$ cat config.mk
export PLATFORM = sky130hd
export DESIGN_NAME = rtc_access_scheduler
export DESIGN_NICKNAME = d
export VERILOG_FILES = /design/src/rtl/rtc_pkg.sv /design/src/rtl/rtc_refresh_timer.sv /design/src/rtl/rtc_access_scheduler.sv
export SDC_FILE = /design/constraint.sdc
export NUM_CORES = 1
export LEC_CHECK = 0
export ABC_AREA = 1
export CAP_MARGIN = 30
export CORE_MARGIN = 8
export CORE_UTILIZATION = 42
export CTS_BUF_LIST = sky130_fd_sc_hd__clkbuf_16
export CTS_CLUSTER_SIZE = 25
export DETAILED_ROUTE_END_ITERATION = 7
export GPL_ROUTABILITY_DRIVEN = 0
export HOLD_SLACK_MARGIN = 0.05
export PLACE_DENSITY = 0.71
export SLEW_MARGIN = 15
export SYNTH_ARGS = -nofsm -noshare
export SYNTH_HDL_FRONTEND = slang
export SYNTH_SLANG_ARGS = --single-unit
$ cat constraint.sdc
create_clock -name clk -period 2.07 [get_ports clk]
set_input_delay 0.3105 -clock clk [delete_from_list [all_inputs] [get_ports clk]]
set_output_delay 0.3105 -clock clk [all_outputs]
set_load 0.01 [all_outputs]
$ cat src/rtl/rtc_pkg.sv
// Shared types and constants for the RTC access scheduler: FSM states, op kinds,
// fixed register map, init sequence and read-list helpers.
package rtc_pkg;

    typedef enum logic [2:0] {
        S_INIT,
        S_IDLE,
        S_ISSUE,
        S_WAIT,
        S_NEXT
    } state_e;

    typedef enum logic [1:0] {
        OP_INIT,
        OP_READ,
        OP_WRITE
    } op_kind_e;

    localparam logic [7:0] RTC_ADDR_SEG    = 8'h21;
    localparam logic [7:0] RTC_ADDR_MIN    = 8'h22;
    localparam logic [7:0] RTC_ADDR_HORA   = 8'h23;
    localparam logic [7:0] RTC_ADDR_DIA    = 8'h24;
    localparam logic [7:0] RTC_ADDR_MES    = 8'h25;
    localparam logic [7:0] RTC_ADDR_ANIO   = 8'h26;
    localparam logic [7:0] RTC_ADDR_STATUS = 8'h02;

    localparam logic [7:0] INIT_DATA0 = 8'h10;
    localparam logic [7:0] INIT_DATA1 = 8'h00;

    localparam int N_READ = 6;
    localparam int N_INIT = 2;

    // Read list is contiguous, so slot idx maps straight onto an address offset.
    function automatic logic [7:0] read_addr(input logic [2:0] idx);
        return RTC_ADDR_SEG + {5'd0, idx};
    endfunction

    function automatic logic [7:0] init_data(input logic [1:0] idx);
        return (idx == 2'd0) ? INIT_DATA0 : INIT_DATA1;
    endfunction

endpackage

$ cat src/rtl/rtc_refresh_timer.sv
// Free-running refresh timer; wrap is high during the last count of each period.
module rtc_refresh_timer #(
    parameter int unsigned PERIOD = 100000
) (
    input  logic clk,
    input  logic reset,
    output logic wrap
);

    localparam logic [31:0] LAST = 32'(PERIOD - 1);

    logic [31:0] count;

    assign wrap = (count == LAST);

    // NOTE: state is updated with <= so every flop samples pre-edge values; = here would race.
    always_ff @(posedge clk or negedge reset) begin
        if (!reset) begin
            count <= '0;
        end else if (wrap) begin
            count <= '0;
        end else begin
            count <= count + 32'd1;
        end
    end

endmodule

$ cat src/rtl/rtc_access_scheduler.sv
// Sequencer/arbiter for the RTC bus engine: init writes, periodic coherent
// time/date read bursts, and user single-byte writes slotted between transactions.
module rtc_access_scheduler
    import rtc_pkg::*;
#(
    parameter int unsigned REFRESH_CYCLES = 100000,
    parameter int unsigned TIMEOUT_CYCLES = 1024
) (
    input  logic       clk,
    input  logic       reset,
    input  logic       wr_req,
    input  logic [7:0] wr_addr,
    input  logic [7:0] wr_data,
    input  logic       err_clr,
    input  logic [7:0] rtc_rdata,
    input  logic       rtc_done,
    output logic [7:0] rtc_addr,
    output logic [7:0] rtc_wdata,
    output logic       rtc_wr_rd,
    output logic       rtc_start,
    output logic       wr_ack,
    output logic [7:0] seg,
    output logic [7:0] min,
    output logic [7:0] hora,
    output logic [7:0] dia,
    output logic [7:0] mes,
    output logic [7:0] anio,
    output logic       time_valid,
    output logic       busy,
    output logic       err
);

    localparam logic [15:0] TMO_LAST = 16'(TIMEOUT_CYCLES - 1);
    localparam logic [2:0]  RD_LAST  = 3'(N_READ - 1);
    localparam logic [1:0]  INIT_END = 2'(N_INIT);

    state_e     state, next_state;
    op_kind_e   op_kind, arb_kind;
    logic       arb_go, arb_new_burst;
    logic [7:0] arb_addr, arb_data;
    logic [1:0] init_idx;
    logic [2:0] rd_idx;
    logic       burst_active, refresh_pending, refresh_wrap;
    logic [15:0] tmo_cnt;
    logic       tmo_hit, wait_end, accept;
    logic [7:0] shadow [N_READ-1];

    rtc_refresh_timer #(.PERIOD(REFRESH_CYCLES)) u_refresh_timer (
        .clk   (clk),
        .reset (reset),
        .wrap  (refresh_wrap)
    );

    // NOTE: every variable gets a default before the if-chain so no path leaves it unassigned (no latch).
    always_comb begin
        arb_go        = 1'b1;
        arb_kind      = OP_INIT;
        arb_addr      = RTC_ADDR_STATUS;
        arb_data      = init_data(init_idx);
        arb_new_burst = 1'b0;
        if (init_idx != INIT_END) begin
            arb_kind = OP_INIT;
        // The requester still holds wr_req during its ack cycle; don't re-accept it.
        end else if (wr_req && !wr_ack) begin
            arb_kind = OP_WRITE;
            arb_addr = wr_addr;
            arb_data = wr_data;
        end else if (burst_active) begin
            arb_kind = OP_READ;
            arb_addr = read_addr(rd_idx);
            arb_data = 8'h00;
        end else if (refresh_pending) begin
            arb_kind      = OP_READ;
            arb_addr      = read_addr(3'd0);
            arb_data      = 8'h00;
            arb_new_burst = 1'b1;
        end else begin
            arb_go = 1'b0;
        end
    end

    assign accept   = arb_go && (state == S_INIT || state == S_IDLE || state == S_NEXT);
    assign tmo_hit  = (state == S_WAIT) && !rtc_done && (tmo_cnt == TMO_LAST);
    assign wait_end = (state == S_WAIT) && (rtc_done || tmo_hit);

    always_ff @(posedge clk or negedge reset) begin
        if (!reset) state <= S_INIT;
        else        state <= next_state;
    end

    always_comb begin
        next_state = state;
        unique case (state)
            S_INIT:         next_state = S_ISSUE;
            S_IDLE, S_NEXT: next_state = arb_go ? S_ISSUE : S_IDLE;
            S_ISSUE:        next_state = S_WAIT;
            S_WAIT:         next_state = wait_end ? S_NEXT : S_WAIT;
            default:        next_state = S_INIT;
        endcase
    end

    always_comb begin
        rtc_start = (state == S_ISSUE);
    end

    always_ff @(posedge clk or negedge reset) begin
        if (!reset) begin
            op_kind      <= OP_INIT;
            rtc_addr     <= '0;
            rtc_wdata    <= '0;
            rtc_wr_rd    <= 1'b0;
            init_idx     <= '0;
            rd_idx       <= '0;
            burst_active <= 1'b0;
            wr_ack       <= 1'b0;
            time_valid   <= 1'b0;
            {seg, min, hora, dia, mes, anio} <= '0;
            // NOTE: the shadow array is only five bytes, so it is reset like any other register.
            for (int i = 0; i < N_READ - 1; i++) shadow[i] <= '0;
        end else begin
            wr_ack     <= 1'b0;
            time_valid <= 1'b0;
            if (accept) begin
                op_kind   <= arb_kind;
                rtc_addr  <= arb_addr;
                rtc_wdata <= arb_data;
                rtc_wr_rd <= (arb_kind != OP_READ);
                if (arb_new_burst) begin
                    burst_active <= 1'b1;
                    rd_idx       <= '0;
                end
            end
            if (wait_end) begin
                unique case (op_kind)
                    OP_INIT:  init_idx <= init_idx + 2'd1;
                    OP_WRITE: wr_ack   <= 1'b1;
                    OP_READ: begin
                        if (!rtc_done) begin
                            burst_active <= 1'b0;
                            rd_idx       <= '0;
                        end else if (rd_idx == RD_LAST) begin
                            seg          <= shadow[0];
                            min          <= shadow[1];
                            hora         <= shadow[2];
                            dia          <= shadow[3];
                            mes          <= shadow[4];
                            anio         <= rtc_rdata;
                            time_valid   <= 1'b1;
                            burst_active <= 1'b0;
                            rd_idx       <= '0;
                        end else begin
                            shadow[rd_idx] <= rtc_rdata;
                            rd_idx         <= rd_idx + 3'd1;
                        end
                    end
                    default: ;
                endcase
            end
        end
    end

    always_ff @(posedge clk or negedge reset) begin
        if (!reset) begin
            tmo_cnt         <= '0;
            err             <= 1'b0;
            refresh_pending <= 1'b0;
            busy            <= 1'b0;
        end else begin
            tmo_cnt <= (state == S_WAIT) ? tmo_cnt + 16'd1 : 16'd0;
            if (tmo_hit)      err <= 1'b1;
            else if (err_clr) err <= 1'b0;
            if (refresh_wrap)                   refresh_pending <= 1'b1;
            else if (accept && arb_new_burst)   refresh_pending <= 1'b0;
            busy <= (next_state != S_IDLE);
        end
    end

endmodule

==> results.sh, run 1 <==
export IMPL_placed_area_um2=8930
export IMPL_grt_pass1_vias=5949
export IMPL_areaGrowthSynthToFinish_pct=27.3
export IMPL_min_path_type="in2async"
export IMPL_fin_nets=1041
export IMPL_finalMaxSlewViolations=0
export IMPL_synth_distinct_cells=35
export IMPL_post_route_period_util=0.904
export IMPL_tightest_slew_ns=0.490
export IMPL_synthesis_area_um2=7500
export IMPL_cpPeakStageDelay_ns=0.43
export IMPL_grt_max_degree=52
export IMPL_critPathKind="reg2reg"
export IMPL_clkTransAtPathRegs_ns=0.07
export IMPL_path_max_fanout=5
export IMPL_synth_yosys_warnings=0
export IMPL_die_x_um=150
export IMPL_worstPathRequired_ns=2.39
export IMPL_layout_drive_gt1_share=0.0716
export IMPL_wirelength_um=18100
export IMPL_finalSetupViolCount=0
export IMPL_clock_skew_final_ns=0.00929
export IMPL_syn_avg_cell_area_um2=8.51
export IMPL_die_area_um2=22400
export IMPL_seq_area_frac_synth=0.564
export IMPL_slew_headroom=0.673
export IMPL_grt_overflow=0
export IMPL_root_buffer="clkbuf_16"
export IMPL_via_per_inst=4.92
export IMPL_crit_path_start_kind="flop"
export IMPL_syn_nets=917
export IMPL_synth_cells=882
export IMPL_ys_ff_latch=169
export IMPL_synth_area_leaders="dfrtp_1 56%, nand2_1 17%, nand3_1 4.5%"
export IMPL_ctsHtreeMaxLevel=4
export IMPL_ir_drop_mv=0.655
export IMPL_hpwl_um=12700
export IMPL_crit_chain="nand3_1, nor2_1, nand2_1, nor3_1, xnor2_1, inv_1"
export IMPL_hold_violations=0
export IMPL_cts_tree="built"
export IMPL_fin_crit_ns=1.87
export IMPL_vias=6145
export IMPL_die_h_um=150
export IMPL_worstSkewPairLatency_ns=0.43
export IMPL_grt_pass1_wl_um=30000
export IMPL_crit_arrival_ns=2.19
export IMPL_ios=99
export IMPL_clk_path_buf_depth=2
export IMPL_drt_iter0_drc=640
export IMPL_ant_nets=0
export IMPL_wl_per_cell_um=14.5
export IMPL_drv_cap=0
export IMPL_rows=49
export IMPL_cts_sinks=169
export IMPL_synth_largest_area_cell="dfrtp_1"
export IMPL_core_area_um2=17700
export IMPL_start_util=0.423
export IMPL_port_buffers=98
export IMPL_design_area_um2=9560
export IMPL_status="complete, no violations"
export IMPL_end_kind="flop"
export IMPL_diodes=0
export IMPL_layout_commonest_cell="nand2_1"
export IMPL_detail_route_first_pass_iterations=5
export IMPL_cp_slowest_cell="dfrtp_1"
export IMPL_p_per_area_nw_per_um2=900
export IMPL_antenna_found_initial=0
export IMPL_final_cell_mix="345 x nand2_1, 169 x dfrtp_1, 96 x clkdlybuf4s50_1, 78 x inv_1, 67 x nand3_1"
export IMPL_rsz0062_at_grt="no"
export IMPL_cts_inserted_buffers=17
export IMPL_grt_usage=0.169
export IMPL_total_leakage_power_uw=0.00489
export IMPL_fin_setup_tns_ns=0
export IMPL_drc_errors=0
export IMPL_fmax_ghz=0.534
export IMPL_netlist_area_leader_share=0.564
[registers in the layout, indices dropped and copies added (netlist names), 3 cells and up]
register / count
tmo_cnt: 16
rtc_addr: 8
rtc_wdata: 8
u_refresh_timer.count: 32
dia: 8
shadow: 40
state: 3
seg: 8
min: 8
hora: 8
anio: 8
rd_idx: 3
mes: 8
[final timing paths]
check                                          from                        end  slack [ns]  depth (start not counted)
max in group asynchronous                     reset               rtc_wdata[4]        0.99                          3
max reg2reg                u_refresh_timer.count[2]  u_refresh_timer.count[23]        0.20                          6
max                        u_refresh_timer.count[2]  u_refresh_timer.count[23]        0.20                          6
min in group clk                         wr_data[1]               rtc_wdata[1]        0.43                          3
min reg2reg                              op_kind[0]                     wr_ack        0.45                          1
min                                           reset                     dia[3]        0.39                          2
[metal layers]
metal	vias to the layer above	track usage	wire, um
met5	-	0	0
met4	0	0.0505	297
met3	25	0.0565	1360
met2	189	0.252	8130
met1	2883	0.228	8360
li1	3048	-	-
[through the flow]
stage / worst slack, ns / power (uW) / hold slack (ns) / utilization / instances
6_report: 0.198 / 8600 / 0.392 / 0.539 / 1248
3_3_place_gp: 0.106 / 5460 / 0.293 / 0.504 / 1214
3_5_place_dp: 0.0821 / 5480 / 0.295 / 0.504 / 1214
4_1_cts: 0.00389 / 8690 / 0.406 / 0.538 / 1247
5_1_grt: 0.0240 / 9090 / 0.414 / 0.539 / 1248
2_1_floorplan: 0.414 / 4660 / 0.0149 / - / 882
[where the power goes]
group / switching [uW] / leakage (uW) / internal (uW) / total (uW)
Clock: 1460 / 0.000294 / 1730 / 3180
Sequential: 215 / 0.00230 / 3590 / 3800
Combinational: 970 / 0.00229 / 650 / 1620
[worst max-delay path, delay by kind of cell (launching register included)]
kind / cells / cell delay (ns)
xor gates and xnor gates: 1 / 0.16
and+or+nand+nor: 4 / 1.13
DFF: 1 / 0.43
buffers and inverters: 1 / 0.05
[cell usage after synthesis]
cell type,number
a211oi_1,2
a21boi_0,1
a21oi_1,11
a21oi_4,1
a22o_1,1
a22oi_1,1
a31oi_1,1
buf_1,1
buf_2,8
buf_6,4
clkbuf_1,9
dfrtp_1,169
ha_1,6
inv_1,78
nand2_1,345
nand2_2,1
nand3_1,68
nand3_4,1
nand4_1,17
nor2_1,59
nor2_2,2
nor2_4,1
nor2_8,1
nor3_1,26
nor3_2,4
nor3b_1,1
nor4_1,4
o211ai_1,1
o21a_1,1
o21ai_0,20
o22ai_1,1
o2bb2ai_1,1
or2_2,1
xnor2_1,9
xor2_1,25
[cell families (layout without fill, tap and decap cells)]
| group | after synthesis | after routing | synth area share |
|---|---|---|---|
| compound gates | 42 | 42 | 0.0329 |
| simple gates | 531 | 531 | 0.298 |
| flops | 169 | 169 | 0.564 |
| xor+xnor | 34 | 34 | 0.0397 |
| fa+ha+maj | 6 | 6 | 0.0100 |
| buf+inv | 100 | 237 | 0.0554 |
[area by class of cell]
class | count | area, um2
fill | 1631 | 8160
sequential | 169 | 4230
multi-input combinational | 613 | 2870
timing repair buffer | 127 | 1280
clock buffer | 17 | 425
inverter | 78 | 293
tap | 229 | 287
clock inverter | 15 | 173
[timing repair]
item / 4_1_cts / 5_1_grt
setup endpoints to repair: 0 / 15
setup buffers: 0 / 1
hold buffers: 1 / 0
hold endpoints to repair: 47 / 0
resized for setup: 0 / 2
(Power assumes the default switching activity.)
==> run 2: changes to the inputs <==
PLACE_DENSITY = 0.7   (was 0.71)
SYNTH_HIERARCHICAL = 1   (was default)
==> results.sh, run 2 <==
export IMPL_status="complete, no violations"
export IMPL_port_buffers=98
export IMPL_worstPathRequired_ns=1.76
export IMPL_rows=49
export IMPL_ios=99
export IMPL_crit_chain="inv_1, nand2_1, nor2_1, clkdlybuf4s50_1"
export IMPL_drc_errors=0
export IMPL_start_util=0.429
export IMPL_syn_nets=1004
export IMPL_reg_largest_list="shadow x40, u_refresh_timer/count x32, tmo_cnt x16"
export IMPL_worst_hold_slack_ns=0.401
export IMPL_tightest_slew_ns=0.502
export IMPL_fin_setup_tns_ns=0
export IMPL_synth_cells=969
export IMPL_crit_path_start_kind="flop"
export IMPL_largest_reg_flops=40
export IMPL_ys_ff_latch=169
export IMPL_antenna_found_initial=0
export IMPL_cts_inserted_buffers=17
export IMPL_grt_max_degree=53
export IMPL_slew_headroom=0.665
export IMPL_dpl_worst_slack_ns=0.132
export IMPL_wl_per_cell_um=13.6
export IMPL_grt_usage=0.163
export IMPL_regToRegSetupSlack_ns=0.25
export IMPL_placed_area_um2=9180
export IMPL_rsz0062_at_grt="no"
export IMPL_fin_nets=1130
export IMPL_via_per_inst=4.82
export IMPL_fin_crit_ns=1.98
export IMPL_cts_tree="built"
export IMPL_layout_drive_gt1_share=0.0794
export IMPL_synth_area_leaders="dfrtp_1 54%, nand2_1 20%, nand3_1 5.3%"
export IMPL_ctsHtreeMaxLevel=4
export IMPL_synth_largest_area_cell="dfrtp_1"
export IMPL_critPathTopFamily="buffers and inverters"
export IMPL_finalMaxSlewViolations=0
export IMPL_ir_drop_mv=0.772
export IMPL_yosysMostFrequentCell="nand2_1"
export IMPL_crit_buf_inv=2
export IMPL_synthesis_area_um2=7770
export IMPL_seq_area_frac_synth=0.545
export IMPL_finalSetupViolCount=0
export IMPL_syn_avg_cell_area_um2=8.01
export IMPL_reg2reg_to="shadow[6]"
export IMPL_p_total_uw=8410
export IMPL_total_leakage_power_uw=0.00501
export IMPL_grt_pass1_wl_um=31300
export IMPL_cpPeakStageDelay_ns=0.56
export IMPL_path_max_fanout=3
export IMPL_clkTransAtPathRegs_ns=0.07
export IMPL_drv_cap=0
export IMPL_synth_distinct_cells=30
export IMPL_synthArstFlopShare=1.00
export IMPL_vias=6444
export IMPL_layout_commonest_cell="nand2_1"
export IMPL_grt_overflow=0
export IMPL_cp_slowest_cell="clkdlybuf4s50_1"
export IMPL_drt_iter0_drc=429
export IMPL_post_route_period_util=0.954
export IMPL_end_kind="output pin"
export IMPL_synth_yosys_warnings=6
export IMPL_crit_arrival_ns=1.66
export IMPL_r2r_start="tmo_cnt[0]"
export IMPL_synth_edf_count=0
export IMPL_netlist_area_leader_share=0.545
export IMPL_die_h_um=152
export IMPL_rr_worst_depth=10
export IMPL_worstSkewPairLatency_ns=0.43
export IMPL_detail_route_first_pass_iterations=4
export IMPL_p_per_area_nw_per_um2=860
export IMPL_diodes=0
export IMPL_min_path_type="in2async"
export IMPL_hpwl_um=13000
export IMPL_fmax_ghz=0.506
export IMPL_wirelength_um=18200
export IMPL_clk_path_buf_depth=2
export IMPL_cts_sinks=169
export IMPL_root_buffer="clkbuf_16"
export IMPL_core_area_um2=18100
export IMPL_final_cell_mix="404 x nand2_1, 169 x dfrtp_1, 97 x clkdlybuf4s50_1, 95 x nor2_1, 89 x inv_1"
export IMPL_grt_pass1_vias=6323
export IMPL_fin_ws_ns=0.0947
export IMPL_areaGrowthSynthToFinish_pct=26.1
export IMPL_die_x_um=152
export IMPL_design_area_um2=9790
export IMPL_ant_nets=0
export IMPL_hold_violations=0
export IMPL_yosys_most_used_dff="dfrtp_1"
export IMPL_critPathKind="reg2out"
export IMPL_largest_register="shadow"
export IMPL_clock_skew_final_ns=0.0119
export IMPL_synth_common_cells="404 x nand2_1, 169 x dfrtp_1, 96 x nor2_1"
export IMPL_die_area_um2=23100
[run 2: cell types whose count changed after synthesis, sizes merged, moves of 2 or more]
cell / previous run / this run
a211oi: 2 / 0
xor2: 25 / 13
nand2: 346 / 407
a21oi: 12 / 14
o21ai: 20 / 18
o21a: 1 / 4
nand4: 17 / 10
nor2: 63 / 108
nor3: 30 / 9
nand3: 69 / 86
nor4: 4 / 1
xnor2: 9 / 2
inv: 78 / 91
o21bai: 0 / 4
[run 2: where the power goes]
group	switching [uW]	internal (uW)
Combinational	926	641
Sequential	186	3590
Clock	1470	1600
Total	2580	5840
[run 2: per-layer routing]
layer	routed length, um	vias up	share of wire	global-route usage
li1	-	3267	-	-
met1	8620	2997	0.47	0.222
met2	8100	165	0.45	0.247
met3	1230	15	0.068	0.0516
met4	194	0	0.011	0.0438
met5	0	-	0	0
[run 2: cell families after synthesis]
family          Yosys count  share of synthesized area
compound gates           45                     0.0342
simple gates            622                      0.334
buf+inv                 112                     0.0609
xor+xnor                 15                     0.0169
flops                   169                      0.545
fa+ha+maj                 6                    0.00967
[run 2: worst max path at each step]
stage	cells after the start	start	endpoint
6_report	4	state[2]	rtc_start
5_1_grt	4	state[2]	rtc_start
4_1_cts	4	state[2]	rtc_start
3_5_place_dp	7	rtc_done	shadow[7]
3_3_place_gp	7	rtc_done	shadow[5]
2_1_floorplan	11	rd_idx[1]	hora[4]
[run 2: metrics by stage]
step | util | cells
finish | 0.541 | 1337
global route | 0.541 | 1337
CTS | 0.540 | 1334
detailed placement | 0.508 | 1301
global placement | 0.508 | 1301
floorplan | - | 969
[run 2: area by class of cell]
class	instances	area, um2
clock buffer	17	425
fill	1661	8300
timing repair buffer	128	1280
tap	229	287
clock inverter	15	150
inverter	91	342
multi-input combinational	688	3070
sequential	169	4230
[run 2: repair_timing]
action	4_1_cts	5_1_grt
setup buffers	0	3
hold buffers	1	0
setup endpoints to repair	0	15
endpoints found under the hold margin	48	0
resized for setup	0	0
==> run 3: changes to the inputs <==
SLEW_MARGIN = 30   (was 15)
==> results of run 3 <==
The final DEF is identical to that of run 2; final timing and power are the same.
